<file path="src/rtl/smallcalc_pkg.sv">
// ---------------------------------------------------------------------------
// smallcalc_pkg
// Definitions shared by the keypad front end of the small calculator:
//   - kp_state_e : scanner FSM encoding (SCAN, DEBOUNCE, HELD)
//   - COLSEL_*   : one-cold column drive patterns (active-low columns)
//   - ROWS_IDLE  : row lines with no key pressed (all pulled up)
//   - helpers to decode a column index and to classify a row sample
// ---------------------------------------------------------------------------
package smallcalc_pkg;

  typedef enum logic [1:0] {
    ST_SCAN     = 2'd0,
    ST_DEBOUNCE = 2'd1,
    ST_HELD     = 2'd2
  } kp_state_e;

  // One-cold column drive patterns, column 0 is bit 0.
  localparam logic [3:0] COLSEL_0 = 4'b1110;
  localparam logic [3:0] COLSEL_1 = 4'b1101;
  localparam logic [3:0] COLSEL_2 = 4'b1011;
  localparam logic [3:0] COLSEL_3 = 4'b0111;

  // Rows read back all high when nothing in the driven column is pressed.
  localparam logic [3:0] ROWS_IDLE = 4'b1111;

  // Column index to one-cold drive pattern.
  function automatic logic [3:0] colsel_of(input logic [1:0] col);
    logic [3:0] pattern;
    case (col)
      2'd0:    pattern = COLSEL_0;
      2'd1:    pattern = COLSEL_1;
      2'd2:    pattern = COLSEL_2;
      default: pattern = COLSEL_3;
    endcase
    return pattern;
  endfunction

  // A sample counts as a press only when exactly one row is pulled low;
  // several low rows mean ghosting or a multi-key chord and are ignored.
  function automatic logic single_low(input logic [3:0] rows);
    logic hit;
    case (rows)
      4'b1110, 4'b1101, 4'b1011, 4'b0111: hit = 1'b1;
      default:                            hit = 1'b0;
    endcase
    return hit;
  endfunction

  // Index of the low row; only meaningful when single_low() is true.
  function automatic logic [1:0] low_row(input logic [3:0] rows);
    logic [1:0] idx;
    case (rows)
      4'b1101: idx = 2'd1;
      4'b1011: idx = 2'd2;
      4'b0111: idx = 2'd3;
      default: idx = 2'd0;
    endcase
    return idx;
  endfunction

endpackage : smallcalc_pkg

</file>
<file path="src/rtl/keypad_sync.sv">
// ---------------------------------------------------------------------------
// keypad_sync
// Two-flop synchronizer for the asynchronous keypad row lines.
// Ports:
//   clk  - system clock
//   rst  - asynchronous active-low reset (flops go to all ones)
//   d_i  - raw row lines, asynchronous to clk
//   q_o  - synchronized row lines (two clk cycles of latency)
// ---------------------------------------------------------------------------
module keypad_sync #(
  parameter int WIDTH = 4
) (
  input  logic             clk,
  input  logic             rst,
  input  logic [WIDTH-1:0] d_i,
  output logic [WIDTH-1:0] q_o
);

  logic [WIDTH-1:0] meta_q;
  logic [WIDTH-1:0] sync_q;

  // NOTE: rows are active-low, so resetting to all ones means "no key
  // pressed"; a zero reset value would look like every key held at once.
  always_ff @(posedge clk or negedge rst) begin
    if (!rst) begin
      meta_q <= '1;
      sync_q <= '1;
    end else begin
      // NOTE: non-blocking assignments make both flops sample the old
      // values on the same edge, giving a true two-stage chain.
      meta_q <= d_i;
      sync_q <= meta_q;
    end
  end

  assign q_o = sync_q;

endmodule : keypad_sync

</file>
<file path="src/rtl/keypad_scan.sv">
// ---------------------------------------------------------------------------
// keypad_scan
// 4x4 matrix keypad scanner with press/release debouncing.
// One column is driven low at a time for SCAN_DIV cycles (the dwell); the
// synchronized rows are sampled on the last cycle of each dwell. A single
// low row starts debouncing with the column frozen; DEBOUNCE_SCANS matching
// samples accept the key, and DEBOUNCE_SCANS all-high samples release it.
// Parameters:
//   SCAN_DIV       - dwell length in clk cycles (4..65535)
//   DEBOUNCE_SCANS - matching samples needed for press and release (1..15)
// Ports:
//   clk        - system clock
//   rst        - asynchronous active-low reset
//   ROWIN      - row lines, active-low, asynchronous
//   COLSEL     - column drive, active-low, exactly one bit low
//   KEYCODE    - row*4 + col of the last accepted key
//   KEY_VALID  - one-cycle pulse when a key is accepted
//   KEY_HELD   - high from acceptance until the release is accepted
// ---------------------------------------------------------------------------
module keypad_scan
  import smallcalc_pkg::*;
#(
  parameter int SCAN_DIV       = 50000,
  parameter int DEBOUNCE_SCANS = 4
) (
  input  logic       clk,
  input  logic       rst,
  input  logic [3:0] ROWIN,
  output logic [3:0] COLSEL,
  output logic [3:0] KEYCODE,
  output logic       KEY_VALID,
  output logic       KEY_HELD
);

  localparam logic [15:0] DWELL_LAST   = 16'(SCAN_DIV - 1);
  localparam logic [3:0]  MATCH_TARGET = 4'(DEBOUNCE_SCANS);

  // -------------------------------------------------------------------------
  // Row synchronizer
  // -------------------------------------------------------------------------
  logic [3:0] rows_s;

  keypad_sync #(
    .WIDTH (4)
  ) u_sync (
    .clk (clk),
    .rst (rst),
    .d_i (ROWIN),
    .q_o (rows_s)
  );

  logic       press_ok;
  logic [1:0] press_row;

  assign press_ok  = single_low(rows_s);
  assign press_row = low_row(rows_s);

  // -------------------------------------------------------------------------
  // Dwell counter: free-running in every state so the sample cadence never
  // changes while debouncing or holding.
  // -------------------------------------------------------------------------
  logic [15:0] dwell_q, dwell_d;
  logic        sample;

  assign sample  = (dwell_q == DWELL_LAST);
  assign dwell_d = sample ? 16'd0 : dwell_q + 16'd1;

  // -------------------------------------------------------------------------
  // Scanner state
  // -------------------------------------------------------------------------
  kp_state_e  state_q,     state_d;
  logic [1:0] col_q,       col_d;
  logic [3:0] colsel_q,    colsel_d;
  logic [1:0] cand_row_q,  cand_row_d;
  logic [3:0] match_q,     match_d;
  logic [3:0] release_q,   release_d;
  logic [3:0] keycode_q,   keycode_d;
  logic       key_valid_q, key_valid_d;
  logic       key_held_q,  key_held_d;

  // -------------------------------------------------------------------------
  // Next-state logic. Every decision happens at a sample point; between
  // samples everything holds except the one-cycle KEY_VALID pulse.
  // -------------------------------------------------------------------------
  always_comb begin
    // NOTE: every variable gets a default first so no path leaves one
    // unassigned, which would otherwise infer a latch.
    state_d     = state_q;
    col_d       = col_q;
    cand_row_d  = cand_row_q;
    match_d     = match_q;
    release_d   = release_q;
    keycode_d   = keycode_q;
    key_valid_d = 1'b0;
    key_held_d  = key_held_q;

    if (sample) begin
      unique case (state_q)
        ST_SCAN: begin
          if (press_ok) begin
            // Freeze on this column and start counting matches.
            cand_row_d = press_row;
            match_d    = 4'd1;
            if (MATCH_TARGET == 4'd1) begin
              keycode_d   = {press_row, col_q};
              key_valid_d = 1'b1;
              key_held_d  = 1'b1;
              release_d   = 4'd0;
              state_d     = ST_HELD;
            end else begin
              state_d = ST_DEBOUNCE;
            end
          end else begin
            col_d = col_q + 2'd1;
          end
        end

        ST_DEBOUNCE: begin
          if (press_ok && (press_row == cand_row_q)) begin
            match_d = match_q + 4'd1;
            if ((match_q + 4'd1) == MATCH_TARGET) begin
              keycode_d   = {cand_row_q, col_q};
              key_valid_d = 1'b1;
              key_held_d  = 1'b1;
              release_d   = 4'd0;
              state_d     = ST_HELD;
            end
          end else begin
            // Bounce or a different row: give up and move past this column.
            match_d = 4'd0;
            state_d = ST_SCAN;
            col_d   = col_q + 2'd1;
          end
        end

        ST_HELD: begin
          if (rows_s == ROWS_IDLE) begin
            if ((release_q + 4'd1) == MATCH_TARGET) begin
              release_d  = 4'd0;
              match_d    = 4'd0;
              key_held_d = 1'b0;
              state_d    = ST_SCAN;
              col_d      = col_q + 2'd1;
            end else begin
              release_d = release_q + 4'd1;
            end
          end else begin
            // Any low row (the held key or another) restarts the release run.
            release_d = 4'd0;
          end
        end

        default: begin
          state_d = ST_SCAN;
        end
      endcase
    end
  end

  // Column drive is registered so COLSEL never glitches through two low bits.
  assign colsel_d = colsel_of(col_d);

  // -------------------------------------------------------------------------
  // State registers
  // -------------------------------------------------------------------------
  always_ff @(posedge clk or negedge rst) begin
    if (!rst) begin
      dwell_q     <= 16'd0;
      state_q     <= ST_SCAN;
      col_q       <= 2'd0;
      colsel_q    <= COLSEL_0;
      cand_row_q  <= 2'd0;
      match_q     <= 4'd0;
      release_q   <= 4'd0;
      keycode_q   <= 4'd0;
      key_valid_q <= 1'b0;
      key_held_q  <= 1'b0;
    end else begin
      dwell_q     <= dwell_d;
      state_q     <= state_d;
      col_q       <= col_d;
      colsel_q    <= colsel_d;
      cand_row_q  <= cand_row_d;
      match_q     <= match_d;
      release_q   <= release_d;
      keycode_q   <= keycode_d;
      key_valid_q <= key_valid_d;
      key_held_q  <= key_held_d;
    end
  end

  assign COLSEL    = colsel_q;
  assign KEYCODE   = keycode_q;
  assign KEY_VALID = key_valid_q;
  assign KEY_HELD  = key_held_q;

endmodule : keypad_scan

</file>
<file path="config.mk">
export PLATFORM = sky130hd
export DESIGN_NAME = keypad_scan
export DESIGN_NICKNAME = d
export VERILOG_FILES = /design/src/rtl/smallcalc_pkg.sv /design/src/rtl/keypad_sync.sv /design/src/rtl/keypad_scan.sv
export SDC_FILE = /design/constraint.sdc
export NUM_CORES = 1
export LEC_CHECK = 0
export ABC_CLOCK_PERIOD_IN_PS = 2700
export CAP_MARGIN = 20
export CORE_MARGIN = 4
export CORE_UTILIZATION = 58
export CTS_CLUSTER_SIZE = 10
export DETAILED_ROUTE_END_ITERATION = 8
export GPL_ROUTABILITY_DRIVEN = 0
export GPL_TIMING_DRIVEN = 0
export PLACE_DENSITY = 0.78
export SYNTH_ARGS = -nofsm -noshare
export SYNTH_HDL_FRONTEND = slang
export SYNTH_SLANG_ARGS = --single-unit
</file>
<file path="constraint.sdc">
create_clock -name clk -period 2.7 [get_ports clk]
set_input_delay 0.54 -clock clk [delete_from_list [all_inputs] [get_ports clk]]
set_output_delay 0.54 -clock clk [all_outputs]
set_load 0.02 [all_outputs]
</file>
# == Yosys cells after proc, flatten, opt, wreduce, memory -nomap -nowiden ==
# Index checks and enable logic that the tools add are counted.
# classes
muxes,35
n_reduce_logical,12
addsub,4
eq_ne,19
# ops
cell,n
$mux 4,8
$pmux 4 s3,2
$mux 2,10
$pmux 2 s3,3
$add 16x1->16 const B,1
$eq 16x16->1 const B,1
$eq 4x4->1 const B,4
$mux 16,1
$eq 4x3->1 const B,3
$ne 2x2->1 const B,5
$reduce_and 5->1,2
$mux 1,9
$add 4x1->4 const B,2
$pmux 4 s2,1
$reduce_and 4->1,2
$reduce_and 6->1,1
$eq 2x1->1 const B,2
$eq 2x2->1 const B,2
$logic_not 2->1,2
$reduce_or 4->1,1
$ne 3x3->1 const B,1
$reduce_and 3->1,1
$reduce_bool 3->1,1
$add 2x1->2 const B,1
4 further kinds,4
# totals
word_cells,82
in_bits,6
out_inout_bits,10
reg_bits,48

# == Logic depth before layout (Yosys ltp) ==
# Gate-level depths: netlist of the first run.
# depth
ltp_word,9
ltp_mapped,9
mapped_depth_nobuf,8

# == By module ==
# Synthesis of the first run repeated with hierarchy kept, for this count alone.
# unflattened
hier_cells,224
area_unflattened_um2,2408.6
# modules_own_cells
mod,area_each_um2,cells_per_inst,n_inst
keypad_scan,2198.4,216,1
keypad_sync,210.2,8,1

# == Worst setup path after synthesis of the first run ==
# OpenSTA, ideal clock, no wires.
# synth_timing
path_type,register to register
startpoint,"register u_sync.sync_q[1], in the netlist u_sync.q_o[1]"
endpoint,"register colsel_q[1], in the netlist COLSEL[1]"
required_ns,2.612
path_stages_with_launch,9
arrival_time_ns,2.255
period_less_slack_ns,2.343
setup_slack_ns,0.357
path_cell_list,dfstp_2 buf_2 or3b_1 a211oi_2 nor2_1 a211o_1 buf_2 o211a_1 or3_1
# synth_between
elab_chain_len,9
elab_cells_between_ends,19
classes_between,eq/ne (8); mux (8); reduce/logical (3)
# synth_lines
element,line_no,rtl
from (decl),keypad_sync.sv:20,logic [WIDTH-1:0] sync_q;
from (signal assigned),keypad_sync.sv:32,sync_q <= meta_q;
$eq 4x3->1 (tied with other cells),"smallcalc_pkg.sv:42, smallcalc_pkg.sv:52",
$pmux 2 s3 or $reduce_or 4->1 (tied branches),"smallcalc_pkg.sv:52, smallcalc_pkg.sv:42",
$eq 2x2->1 or $mux 1 (tied branches),"keypad_scan.sv:119, smallcalc_pkg.sv:42",
$logic_and 1x1->1,keypad_scan.sv:119,if (press_ok && (press_row == cand_row_q)) begin
$mux 2,keypad_scan.sv:119,
$pmux 2 s3 *,keypad_scan.sv:98,unique case (state_q)
$mux 2 *,keypad_scan.sv:97,if (sample) begin
$eq 2x2->1 (tied with other cells),smallcalc_pkg.sv:29,case (col)
$pmux 4 s3 *,smallcalc_pkg.sv:29,
via colsel_d[1],keypad_scan.sv:73,"logic [3:0] colsel_q, colsel_d;"
to (signal assigned),keypad_scan.sv:182,colsel_q <= colsel_d;
to (decl),keypad_scan.sv:73,
# The timed path passes the listed nets; every way through them passes the cells marked *.
# A chain may end at the register's enable or synchronous reset.

# == Worst setup path after layout of the first run ==
# layout_timing
startpoint,"register u_sync.sync_q[1], in the netlist u_sync.q_o[1]"
endpoint,"register keycode_q[2], in the netlist KEYCODE[2]"
# layout_between
elab_chain_len,5
elab_cells_between_ends,10
classes_between,eq/ne (5); mux (2); reduce/logical (3)
# layout_lines
element,line_no,rtl
$eq 4x3->1 (tied with other cells),"smallcalc_pkg.sv:42, smallcalc_pkg.sv:52",
$pmux 2 s3 or $reduce_or 4->1 (tied branches),"smallcalc_pkg.sv:52, smallcalc_pkg.sv:42",
$eq 2x2->1 or $mux 1 (tied branches),"keypad_scan.sv:119, smallcalc_pkg.sv:42",
$logic_and 1x1->1 *,keypad_scan.sv:119,
$reduce_and 4->1 (no source line) *,-,
to (signal assigned),keypad_scan.sv:186,keycode_q <= keycode_d;
to (decl),keypad_scan.sv:77,"logic [3:0] keycode_q, keycode_d;"
# Mark *: on every way between the ends. The rest lies on a longest branch, timed or not.

==> qor.log, run 1 <==
INFO  timing         report.final.hold_viol_count=0
INFO  critical_path  crit_fanout=7
INFO  clock_network  clk_latency=0.30ns
INFO  route          drc=0
INFO  critical_path  crit-reg2reg-launch=u_sync.q_o[1]
INFO  grt            grt.busiest_layer=met2
INFO  timing         finalClockSkew=0.009375ns
INFO  route          avgViaCountPerCell=5.823
INFO  clock_network  inserted_clock_buffers=5
INFO  clock_network  post_cts_resized=0
INFO  layout         regArea=1215µm²
INFO  grt            grt_start_max_net_pins=38
INFO  route          drt-wirelength-per-cell=14.98µm
INFO  timing         setup_violations=0
INFO  grt            gr_util_met1=28.17%
INFO  grt            via_count_of_the_first_global_routing_pass=1729
INFO  timing         max-slew-margin-rel=53.01%
INFO  power_and_ir_drop pwr-share-clk=40.2%
INFO  timing         finalMaxSlewViolations=0
INFO  power_and_ir_drop seq_power_share=55.9%
INFO  critical_path  required=2.89ns
INFO  placed_design  dpl_cell_area=2711µm²
INFO  power_and_ir_drop p_int=0.001028W
INFO  grt            gr-usage-met3=3.420%
INFO  outcome        run_status=finished clean
INFO  placed_design  placement.setup.worst_slack=0.1717ns
INFO  power_and_ir_drop max-vdd-ir-drop=375.4µV
INFO  clock_network  max-clock-path-buffers=2
INFO  critical_path  r2r_cells=6
INFO  placed_design  port_buffers=15
INFO  timing         fmax=391.0MHz
INFO  clock_network  clock_tree.htree_level_count=2
INFO  clock_network  clk_pin_slew_worst_paths=0.10ns
INFO  critical_path  crit_path_end_kind=flip-flop
INFO  hold_path      min_path_type=in -> async
INFO  logic_synthesis synthDominantAreaCellType=sky130_fd_sc_hd__dfrtp_1
INFO  clock_network  post-cts-setup-buffers=0
INFO  logic_synthesis post-synth-top-count-cell=sky130_fd_sc_hd__dfrtp_1
INFO  timing         aggregate_negative_setup_slack=0ns
INFO  timing         grt_setup_unrepaired=no
INFO  logic_synthesis synthesis.area_per_instance=10.26µm²
INFO  grt            grt_first_pass_wirelength=8.211mm
INFO  grt            grt_overflow=0
INFO  power_and_ir_drop cellLeakagePower=1.229nW
INFO  logic_synthesis synth-edff-count=0
INFO  clock_network  numClockSinks=48
INFO  power_and_ir_drop netSwitchingFraction=21.65%
INFO  logic_synthesis synthArstFlopShare=100.0%
INFO  clock_network  tritoncts=built
INFO  floorplanning  floorplan.die.height=73.44µm
INFO  route          drt_iter0_markers=158
INFO  logic_synthesis netlist_top_cells_area=sky130_fd_sc_hd__dfrtp_1 (37%), sky130_fd_sc_hd__dfstp_2 (12%), sky130_fd_sc_hd__ha_1 (4.5%)
INFO  logic_synthesis ys_top_cells_by_count=sky130_fd_sc_hd__dfrtp_1 (37), sky130_fd_sc_hd__nand2_1 (18), sky130_fd_sc_hd__nand3_1 (18), sky130_fd_sc_hd__nor2_1 (17)
INFO  floorplanning  dieWidth=73.44µm
INFO  critical_path  worstSetupEndpoint=KEYCODE[2]
INFO  layout         antennaDiodeCount=0
INFO  power_and_ir_drop switching_power=0.0002842W
INFO  layout         postLayoutCellArea=2828µm²
INFO  clock_network  cts-root-buf=sky130_fd_sc_hd__clkbuf_8
INFO  route          routed_wirelength=4.733mm
INFO  clock_network  cts.hold.buffers_added=0
INFO  route          num_vias=1840
INFO  critical_path  cp_data_arrival_time=2.75ns
INFO  timing         measured_slew_at_the_worst_slew_check_pin=0.7030ns
INFO  route          route.antenna.remaining_nets=0
INFO  placed_design  detailedPlacementHpwl=3.450mm
INFO  timing         finalCriticalPeriod=2.557ns
INFO  logic_synthesis netlist_area=2484µm²
INFO  floorplanning  num_io_pins=16
INFO  power_and_ir_drop p_comb_share=3.9%
INFO  logic_synthesis synth_sequential_area_ratio=48.92%
INFO  run            cap_violations=0
INFO  grt            antenna_found_initial=0
INFO  logic_synthesis synth.yosys.warnings=0
INFO  logic_synthesis netlist.area_leader.share=37.28%
INFO  layout         multi_input_area=1199µm²
INFO  layout         num-nets-final=280
INFO  route          detail_route.first_pass.iterations=4
INFO  timing         postLayoutSetupSlackWorst=0.1428ns
INFO  logic_synthesis netlist_instances=242
INFO  power_and_ir_drop design_power_total=0.001313W
INFO  timing         final_critical_path_share_of_the_clock_period=94.71%
INFO  critical_path  r2r_setup_slack=0.14ns
INFO  floorplanning  rows=23
INFO  layout         area_growth=13.85%
INFO  critical_path  worstReg2RegEnd=KEYCODE[2]
INFO  layout         drive_gt1_share=13.53%
INFO  logic_synthesis post_synth_num_cell_types=50
INFO  critical_path  startpoint_kind_of_the_worst_setup_timing_path=flip-flop
INFO  logic_synthesis postSynth.topFlopCell=sky130_fd_sc_hd__dfrtp_1
INFO  grt            groute.layer.met2.usage=30.49%
INFO  power_and_ir_drop power_density=464.2nW/µm²
INFO  logic_synthesis synthesized_net_count=257
INFO  layout         fillerInstances=323
INFO  grt            track_usage=19.61%
INFO  logic_synthesis yosys_register_bits=48
INFO  floorplanning  fp.coreArea=4058µm²
INFO  critical_path  crit_start=u_sync.q_o[1]
INFO  floorplanning  die_area=5393µm²
INFO  critical_path  crit_type=reg -> reg
INFO  floorplanning  floorplan.initialDensity=61.21%
## placed cells by master, fill, tap and decap left out, drive strengths merged, types with 4 or more instances in the layout
cell and count:
mux2 6, a21oi 7, clkdlybuf4s50 14, buf 4
dfrtp 37, and4 4, and3 10, clkbuf 9
nand3 18, o21ai 13, nor4b 4, nor2b 8
inv 13, nand2 18, nor2 17, xor2 11
ha 9, xnor2 7, dfstp 11
## final cells by class
class,count,area share [%]
Inverter,12,1.593
Sequential cell,48,42.96
Buffer,6,0.9292
Clock inverter,3,1.637
Clock buffer,5,2.434
Multi-Input combinational cell,176,42.39
Tap cell,50,2.212
Timing Repair Buffer,16,5.841
## logic make-up after synthesis
| group | count (synthesis) | synth area share, % |
|---|---|---|
| mux | 6 | 2.720 |
| buf+inv | 18 | 2.821 |
| fa+ha+maj | 9 | 4.534 |
| compound gates | 45 | 12.54 |
| simple gates | 98 | 22.12 |
| xor+xnor | 18 | 6.348 |
| flops | 48 | 48.92 |
## critical path, stage by stage (launching register included)
cell and delay (ns):
sky130_fd_sc_hd__dfstp_2 0.52, sky130_fd_sc_hd__buf_2 0.16, sky130_fd_sc_hd__or3b_1 0.37, sky130_fd_sc_hd__a211oi_2 0.27, sky130_fd_sc_hd__nor2_1 0.10, sky130_fd_sc_hd__nor4b_2 0.61, sky130_fd_sc_hd__mux2_2 0.41
## power by group through the flow
stage / Clock [W] / Sequential (W) / Combinational, W
global route: 0.000575 / 0.000736 / 0.0000567
finish: 0.000527 / 0.000734 / 0.0000510
global placement: 0 / 0.000748 / 0.0000476
detailed placement: 0 / 0.000748 / 0.0000518
floorplan: 0 / 0.000747 / 0.0000229
CTS: 0.000537 / 0.000734 / 0.0000519
## worst min-delay path by stage
stage,endpoint,slack (ns),cells past startpoint
2_1_floorplan,COLSEL[0],0.24,0
3_3_place_gp,u_sync.q_o[2],0.35,0
3_5_place_dp,u_sync.q_o[3],0.35,0
4_1_cts,release_q[0],0.11,1
5_1_grt,dwell_q[5],0.11,1
6_report,COLSEL[0],0.10,1
## flip-flops by register name, summed over array words and instances (netlist names)
register and flops:
COLSEL 4, KEYCODE 4, KEY_HELD 1, KEY_VALID 1, cand_row_q 2, col_q 2
dwell_q 16, match_q 4, release_q 4, state_q 2, u_sync.meta_q 4, u_sync.q_o 4
## metrics by stage
step / hold WS (ns) / util [%] / std cells
after floorplan: 0.2444 / - / 242
after global placement: 0.3459 / 66.45 / 307
after detailed placement: 0.3475 / 66.82 / 308
after CTS: 0.1113 / 69.66 / 316
after global routing: 0.1128 / 69.69 / 316
final: 0.1034 / 69.69 / 316
## per-layer routing
layer / vias to the layer above / wire [µm]
li1: 922 / -
met1: 886 / 2340
met2: 27 / 2198
met3: 5 / 140
met4: 0 / 53
met5: - / 0
Note: power is estimated with default switching activity, not from simulation.
==> run 2, diff against run 1 <==
--- a/config.mk
+++ b/config.mk
@@ -14,6 +14,7 @@
 export GPL_ROUTABILITY_DRIVEN = 0
 export GPL_TIMING_DRIVEN = 0
 export PLACE_DENSITY = 0.78
+export SKIP_CTS_REPAIR_TIMING = 1
 export SYNTH_ARGS = -nofsm -noshare
 export SYNTH_HDL_FRONTEND = slang
 export SYNTH_SLANG_ARGS = --single-unit
==> results of run 2 <==
The final DEF is identical to that of run 1; final timing and power are the same.
==> run 3, diff against run 2 <==
--- a/config.mk
+++ b/config.mk
@@ -5,15 +5,16 @@
 export SDC_FILE = /design/constraint.sdc
 export NUM_CORES = 1
 export LEC_CHECK = 0
+export ABC_AREA = 1
 export ABC_CLOCK_PERIOD_IN_PS = 2700
 export CAP_MARGIN = 20
 export CORE_MARGIN = 4
-export CORE_UTILIZATION = 58
+export CORE_UTILIZATION = 59
 export CTS_CLUSTER_SIZE = 10
 export DETAILED_ROUTE_END_ITERATION = 8
 export GPL_ROUTABILITY_DRIVEN = 0
 export GPL_TIMING_DRIVEN = 0
-export PLACE_DENSITY = 0.78
+export PLACE_DENSITY = 0.79
 export SKIP_CTS_REPAIR_TIMING = 1
 export SYNTH_ARGS = -nofsm -noshare
 export SYNTH_HDL_FRONTEND = slang
==> run 3 against run 2 <==
Register-to-register slack improved by 0.75 ns. Via count rose by 3.8%. Hold slack improved by 0.13 ns. Largest cell class unchanged.
==> qor.log, run 3 <==
INFO  layout         num-nets-final=342
INFO  floorplanning  die_area=5449µm²
INFO  timing         finalCriticalPeriod=1.952ns
INFO  timing         measured_slew_at_the_worst_slew_check_pin=0.5658ns
INFO  hold_path      min_path_type=in -> async
INFO  layout         largest_reg_by_ff_count=dwell_q
INFO  critical_path  timing.critical_path.slowest_cell_delay=0.59ns
INFO  power_and_ir_drop seq_power_share=61.7%
INFO  logic_synthesis ys_top_cells_by_count=sky130_fd_sc_hd__nand2_1 (73), sky130_fd_sc_hd__inv_1 (44), sky130_fd_sc_hd__dfrtp_1 (37), sky130_fd_sc_hd__nand3_1 (24), sky130_fd_sc_hd__nor2_1 (18)
INFO  route          avgViaCountPerCell=5.050
INFO  critical_path  r2r_cells=11
INFO  critical_path  cp_num_cells=1
INFO  logic_synthesis synthArstFlopShare=100.0%
INFO  floorplanning  floorplan.initialDensity=62.55%
INFO  power_and_ir_drop power_density=413.4nW/µm²
INFO  route          drt_iter0_markers=73
INFO  clock_network  clock_tree.htree_level_count=2
INFO  run            cap_violations=0
INFO  timing         setup_violations=0
INFO  floorplanning  floorplan.die.height=73.82µm
INFO  route          routed_wirelength=4.315mm
INFO  placed_design  dpl.cell_count=370
INFO  outcome        run_status=finished clean
INFO  power_and_ir_drop p_comb_share=4.1%
INFO  critical_path  worst-path-buf-inv=1
INFO  layout         area_growth=12.38%
INFO  power_and_ir_drop switching_power=0.0002591W
INFO  grt            grt_start_max_net_pins=26
INFO  route          num_vias=1909
INFO  critical_path  critPathSlowestCell=sky130_fd_sc_hd__clkdlybuf4s50_1
INFO  grt            grt_first_pass_wirelength=7.866mm
INFO  floorplanning  rows=23
INFO  critical_path  required=2.16ns
INFO  logic_synthesis post-synth-top-count-cell=sky130_fd_sc_hd__nand2_1
INFO  layout         antennaDiodeCount=0
INFO  critical_path  cells_along_the_critical_path=clkdlybuf4s50_1
INFO  clock_network  clk_latency=0.30ns
INFO  clock_network  numClockSinks=48
INFO  route          detail_route.first_pass.iterations=4
INFO  timing         grt_setup_unrepaired=no
INFO  layout         mostFrequentLayoutCell=sky130_fd_sc_hd__nand2_1
INFO  power_and_ir_drop pwr-share-clk=34.2%
INFO  logic_synthesis netlist_top_cells_area=sky130_fd_sc_hd__dfrtp_1 (36%), sky130_fd_sc_hd__dfstp_2 (11%), sky130_fd_sc_hd__nand2_1 (11%)
INFO  timing         max-slew-margin-rel=62.28%
INFO  clock_network  cts-root-buf=sky130_fd_sc_hd__clkbuf_8
INFO  floorplanning  num_io_pins=16
INFO  layout         mostFrequentLayoutCells=sky130_fd_sc_hd__nand2_1 (73), sky130_fd_sc_hd__inv_1 (44), sky130_fd_sc_hd__dfrtp_1 (37)
INFO  logic_synthesis netlist.area_leader.share=36.22%
INFO  timing         finalClockSkew=0.006929ns
INFO  power_and_ir_drop cellLeakagePower=1.397nW
INFO  logic_synthesis synth-edff-count=0
INFO  timing         report.final.hold_viol_count=0
INFO  critical_path  crit_path_end_kind=output port
INFO  layout         stdcell_count=378
INFO  route          route.antenna.remaining_nets=0
INFO  grt            track_usage=18.55%
INFO  route          drc=0
INFO  logic_synthesis synthesized_net_count=319
INFO  logic_synthesis synth_sequential_area_ratio=47.53%
INFO  logic_synthesis postSynth.topFlopCell=sky130_fd_sc_hd__dfrtp_1
INFO  power_and_ir_drop max-vdd-ir-drop=328.6µV
INFO  floorplanning  dieWidth=73.82µm
INFO  layout         drive_gt1_share=18.90%
INFO  grt            via_count_of_the_first_global_routing_pass=1809
INFO  timing         finalMaxSlewViolations=0
INFO  logic_synthesis post_synth_num_cell_types=29
INFO  logic_synthesis netlist_instances=304
INFO  critical_path  crit_fanout=1
INFO  grt            grt_overflow=0
INFO  placed_design  port_buffers=15
INFO  critical_path  crit_type=reg -> out
INFO  logic_synthesis synth.yosys.warnings=0
INFO  critical_path  critPathTopFamily=buffers and inverters
INFO  timing         final_critical_path_share_of_the_clock_period=72.29%
INFO  floorplanning  fp.coreArea=4086µm²
INFO  power_and_ir_drop netSwitchingFraction=21.82%
INFO  layout         flip_flop_count_of_the_largest_register_after_layout=16
INFO  grt            antenna_found_initial=0
INFO  clock_network  max-clock-path-buffers=2
INFO  logic_synthesis synthDominantAreaCellType=sky130_fd_sc_hd__dfrtp_1
INFO  power_and_ir_drop p_int=0.0009283W
INFO  power_and_ir_drop design_power_total=0.001187W
INFO  placed_design  detailedPlacementHpwl=3.427mm
INFO  critical_path  crit-reg2reg-launch=release_q[0]
INFO  critical_path  cp_data_arrival_time=1.41ns
INFO  critical_path  crit_start=COLSEL[1]
INFO  timing         fmax=512.4MHz
INFO  clock_network  inserted_clock_buffers=5
INFO  clock_network  clk_pin_slew_worst_paths=0.08ns
INFO  logic_synthesis yosys_register_bits=48
INFO  clock_network  tritoncts=built
INFO  route          drt-wirelength-per-cell=11.42µm
INFO  critical_path  startpoint_kind_of_the_worst_setup_timing_path=flip-flop
INFO  logic_synthesis netlist_area=2556µm²
INFO  logic_synthesis synthesis.area_per_instance=8.409µm²
run 3: cell types whose count changed in the layout (fill, tap and decap cells not counted), sizes merged, moves of 5 or more:
cell	change
mux2	-5
nand3	+12
inv	+37
xor2	-5
nor2	+11
nor2b	-8
nand2	+68
and3	-10
xnor2	-5
run 3: power groups by stage:
stage / Clock (W) / Combinational [W] / Sequential [W]
after floorplan: 0 / 0.0000210 / 0.000746
after global placement: 0 / 0.0000446 / 0.000746
after detailed placement: 0 / 0.0000498 / 0.000747
after CTS: 0.000424 / 0.0000500 / 0.000733
after global routing: 0.000450 / 0.0000552 / 0.000734
final: 0.000406 / 0.0000486 / 0.000733
run 3: per-stage QoR:
| step | TNS, ns | utilization [%] | hold slack, ns | area (µm²) | worst slack, ns |
|---|---|---|---|---|---|
| after global placement | -6.344 | 67.76 | 0.3454 | 2769 | -0.1739 |
| after CTS | 0 | 70.30 | 0.2386 | 2873 | 0.7339 |
| after global routing | 0 | 70.30 | 0.2598 | 2873 | 0.7105 |
| after floorplan | 0 | - | 0.2444 | 2556 | 1.125 |
| after detailed placement | 0 | 68.31 | 0.3469 | 2791 | 0.9167 |
| final | 0 | 70.30 | 0.2297 | 2873 | 0.7482 |
run 3: cell type report:
cell class / instances / area [µm²]
Clock inverter: 1 / 5.005
Clock buffer: 7 / 76.32
Multi-Input combinational cell: 203 / 1141
Tap cell: 50 / 62.56
Sequential cell: 48 / 1215
Timing Repair Buffer: 16 / 172.7
Fill cell: 344 / 1214
Inverter: 53 / 200.2
run 3: path summary, 6_finish.rpt:
| path | to | slack, ns |
|---|---|---|
| worst max register to register | COLSEL[0] | 0.89 |
| max in group asynchronous | u_sync.q_o[1] | 1.88 |
| worst min-delay path | dwell_q[14] | 0.23 |
| worst max-delay path | COLSEL[1] | 0.75 |
| worst min register to register | u_sync.q_o[0] | 0.36 |
| min in group clk | u_sync.q_o[0] | 0.36 |
run 3: cell families after synthesis:
logic type | synth area share (%)
simple gates | 31.23
buf+inv | 7.832
flops | 47.53
compound gates | 5.825
fa+ha+maj | 4.405
xor+xnor | 2.741
mux | 0.4405
run 3: layer usage:
layer | vias to the layer above | GRT usage, % | share of wire, %
li1 | 996 | - | -
met1 | 882 | 24.47 | 50
met2 | 24 | 30.51 | 45
met3 | 7 | 3.283 | 3.5
met4 | 0 | 6.640 | 1.6
met5 | - | 0 | 0
